<file path="config.mk">
export PLATFORM = sky130hd
export DESIGN_NAME = avm_single_read
export DESIGN_NICKNAME = d
export VERILOG_FILES = /design/src/rtl/avm_single_read.sv
export SDC_FILE = /design/constraint.sdc
export NUM_CORES = 1
export LEC_CHECK = 0
export BUFFER_PORTS_ARGS = -buffer_cell sky130_fd_sc_hd__buf_2
export CAP_MARGIN = 20
export CORE_MARGIN = 1.5
export CORE_UTILIZATION = 25
export CTS_BUF_LIST = sky130_fd_sc_hd__clkbuf_4 sky130_fd_sc_hd__clkbuf_8
export DETAILED_ROUTE_END_ITERATION = 16
export PLACE_DENSITY_LB_ADDON = 0.12
export SLEW_MARGIN = 40
export SYNTH_ARGS = -nofsm -noshare
export SYNTH_HDL_FRONTEND = slang
export SYNTH_SLANG_ARGS = --single-unit
export TNS_END_PERCENT = 20
</file>
<file path="constraint.sdc">
create_clock -name clock -period 1.8 [get_ports clock]
set_input_delay 0.36 -clock clock [delete_from_list [all_inputs] [get_ports clock]]
set_output_delay 0.36 -clock clock [all_outputs]
set_load 0.02 [all_outputs]
</file>
<file path="src/rtl/avm_single_read.sv">
// Single-word Avalon-MM read engine: acceptance detect, stall/timeout counter
// and a capture strobe delayed by the fixed slave read latency.
module avm_single_read #(
  parameter int unsigned READ_LATENCY = 0,
  parameter int unsigned TIMEOUT      = 255
) (
  input  logic clock,
  input  logic reset,
  input  logic req,
  input  logic lat,
  input  logic waitrequest,
  output logic accept,
  output logic capture,
  output logic timeout
);

  localparam logic [15:0] STALL_LAST = 16'(TIMEOUT - 1);
  localparam logic [1:0]  LAT_LAST   = (READ_LATENCY == 0) ? 2'd0 : 2'(READ_LATENCY - 1);

  logic [15:0] stall_cnt;
  logic [1:0]  lat_cnt;

  // Cleared whenever no request is pending and on acceptance, so back-to-back
  // requests (zero latency) each start from a fresh count.
  always_ff @(posedge clock) begin
    if (reset || !req || accept) begin
      stall_cnt <= '0;
    end else if (waitrequest) begin
      stall_cnt <= stall_cnt + 16'd1;
    end
  end

  always_ff @(posedge clock) begin
    if (reset || !lat) begin
      lat_cnt <= '0;
    end else begin
      lat_cnt <= lat_cnt + 2'd1;
    end
  end

  always_comb begin
    accept  = req && !waitrequest;
    timeout = req && waitrequest && (stall_cnt == STALL_LAST);
    if (READ_LATENCY == 0) begin
      capture = accept;
    end else begin
      capture = lat && (lat_cnt == LAT_LAST);
    end
  end

endmodule

</file>
* Yosys cells after proc, flatten, opt, wreduce, memory -nomap -nowiden
Index checks and enable logic that the tools add are counted.
Word-level totals: flip-flop bits (word level) 16, bits of input ports 5, output and inout bits 3, logic and storage cells 10
Cells by class: add/subtract/negate cells 1, equality and inequality tests 1, reductions and logical operators 7
Operator list (count):
- $add 16x1->16 const B | 1
- $eq 16x8->1 const B | 1
- $logic_and 1x1->1 | 3
- $logic_not 1->1 | 2
- $logic_or 1x1->1 | 2

* Logic depth before layout (Yosys ltp)
word-level depth 3, mapped depth 6, mapped depth without buffers 5

* Worst setup path after synthesis
OpenSTA, ideal clock, no wires.
path kind reg-to-output, start point reg stall_cnt[9], end point out timeout, arrival time 1466 ps, data required time 1440 ps, slack -26 ps, stages on the path, launching flop included 3, buffers on the path 0, path through dfxtp_1 -> or4_1 -> nor4_1
On the way: word-level cells in the longest chain between the ends 2
Ends and longest elaborated chain:
- start, declared | RTL line 20 | logic [15:0] stall_cnt;
- start signal, assigned | RTL line 29 | stall_cnt <= stall_cnt + 16'd1;
- $eq 16x8->1 | RTL line 43 | timeout = req && waitrequest && (stall_cnt == STALL_LAST);
- $logic_and 1x1->1 | RTL line 43
- end, declared | RTL line 14 | output logic timeout
No other way between the ends.

* Final worst setup path
Same ends and word-level chain as after synthesis.

==> metrics.txt <==
Slew HR=79.3%; Hold Fails Final Rpt=0; Crit Path Category=register to primary output; post-layout net count=106; synth warn=0; failing checks=setup timing; CTS root buffer=clkbuf_4; IO Pins=8; clk slew on worst S/H paths=0.09 ns; final worst slack=-0.0634 ns; first-pass GRT wire length=2.77 mm; number of flip-flops in the largest register=16; Total GRT Usage=10.7%; num rows=19; GP Congestion=0.701; Die Ht=58.5 microns; Worst setup EP type=primary output; Antenna Nets Post-Route=0; Via Count=610; DR iter-0 viols=16; share of post-route cells with drive strength above 1=23.5%; Worst Max-Slew Pin Slew=0.308 ns; Via density=4.73; status=complete, but fails checks; grt ovf=0; Die ar.=3430 sq um; WL/cell=11.4 microns; largest registers=stall_cnt: 16 flops; Max-Cap Viols=0; Core ar.=2830 sq um; clock buffer depth=2; Area growth syn-to-layout=17.4%; Post-Syn Nets=96; Biggest register=stall_cnt; dpl ws=0.183 ns; IO buf count=6; Multi-input gate area=435 sq um; Sink Count=16; CP startpoint kind=register; CTS tree=done; Arr. time, crit path=1.50 ns; Worst-Skew Late Latency=0.28 ns; number of global-route vias before repair=644; Static Leak=0.324 nW; #FFs+latches synth=16; largest net degree at the start of global routing=10; DRC viols=0; Mapped Avg Cell Area=8.66 sq um; cells after synthesis=89; Tmin final=1.86 ns; chip width=58.5 microns; Initial Util=27.2%; setup violators final=1; top fanout value on the critical path=5; CTS buffer count=3; CTS Hold Bufs=0; Design Power=0.000611 W; setup_tns=-0.0634 ns; Final HPWL DP=1.14 mm; count of cell types in the netlist=26; highest clock rate=537 MHz; Power Density=676 nW/um^2; clk_skew=0.00645 ns; Layout fillers=306; Data required, critical path=1.44 ns; Pre-antenna DRT Iters=4; RSZ-0062 raised after global routing=yes; H-tree lvl count=1; register area=323 sq um; Seq/Total Area, Yosys=41.6%; postcts setup bufs=0; period utilization=104%; Peak VDD IR=0.000405 V; antenna fix cells=0; fin. max-slew vios=0; Routed WL=1.47 mm; cell area after synthesis=771 sq um; initial antenna violation count=0; Hold Path Class=input port to register
path summary, 6_finish.rpt:
path                     start             to  slack (ns)  cells after the start
setup / recovery  stall_cnt[9]        timeout       -0.06                      3
hold / removal     waitrequest   stall_cnt[2]        0.46                      4
setup reg to reg  stall_cnt[0]  stall_cnt[14]        0.39                      5
hold reg to reg   stall_cnt[0]   stall_cnt[0]        0.49                      1
critical path, cell delays in order (launching register included):
cell and delay (ns):
dfxtp_2 0.35, or4_4 0.53, nor4_2 0.14, buf_2 0.20
synth_stat cells, drive strengths merged:
master | n | area, sq um
dfxtp | 16 | 320
nor2 | 15 | 58.8
nand4 | 8 | 50.1
nand3 | 5 | 25.0
xnor2 | 5 | 43.8
xor2 | 5 | 43.8
buf | 4 | 25.0
nand2 | 4 | 15.0
and4 | 3 | 26.3
inv | 3 | 11.3
nor4 | 3 | 18.8
a21oi | 2 | 10.0
and2 | 2 | 12.5
ha | 2 | 25.0
mux2 | 2 | 22.5
nor2b | 2 | 12.5
a31o | 1 | 8.76
and3 | 1 | 6.26
clkbuf | 1 | 3.75
nand3b | 1 | 7.51
nor3 | 1 | 5.00
o21ai | 1 | 5.00
or3 | 1 | 6.26
or4 | 1 | 7.51
final cells by class:
cell class	instances	area share [%]
clock buffers	4	4.01
inverters	3	1.24
multi-input cells	65	48.1
flip-flops and latches	16	35.7
well taps	31	4.29
repair buffers	10	6.64
where the power goes:
group | total [W] | leakage [nW] | internal [W] | switching [W]
Clock | 0.000233 | 0.0210 | 0.000123 | 0.000110
Combinational | 0.0000221 | 0.173 | 0.00000844 | 0.0000137
Sequential | 0.000356 | 0.130 | 0.000355 | 0.00000144
kinds of logic (layout without fill, tap and decap cells):
group                      after synthesis  after routing  share of synthesized area (%)
AOI/OAI and AO/OA                        4              4                           3.08
xor gates and xnor gates                10             10                           11.4
adders and majority gates                2              2                           3.25
buffers and inverters                    8             17                           5.19
DFF                                     16             16                           41.6
muxes                                    2              2                           2.92
and+or+nand+nor                         47             47                           32.6
placed cells by master (no fill, tap or decap), drive strengths merged, types with 2 or more instances in the layout:
master,count
nand3,5
inv,3
clkbuf,4
a21oi,2
and2,2
nor2,15
dfxtp,16
nand4,8
buf,10
nor2b,2
ha,2
xor2,5
nand2,4
nor4,3
mux2,2
xnor2,5
and4,3
timing repair:
item                                    CTS  global route
pin swaps                                 1             1
gates resized for setup                   5             0
endpoints found under the setup margin    1             1
routing by layer:
| metal | global-route usage (%) | vias to the layer above | wire [microns] | part of all wire (%) |
|---|---|---|---|---|
| met5 | 0 | - | 0 | 0 |
| met1 | 14.3 | 273 | 795 | 54 |
| met4 | 2.99 | 0 | 17 | 1.2 |
| met2 | 15.6 | 5 | 614 | 42 |
| li1 | - | 330 | - | - |
| met3 | 4.62 | 2 | 43 | 2.9 |
per-stage QoR:
step                utilization, %  hold WS [ns]  cell area [sq um]  cells
global placement              29.9         0.470                847    125
finish                        32.0         0.465                905    129
floorplan                        -         0.441                777     89
global route                  32.0         0.497                905    129
CTS                           32.0         0.453                905    129
detailed placement            29.9         0.482                847    125
Note: power is estimated with default switching activity, not from simulation.
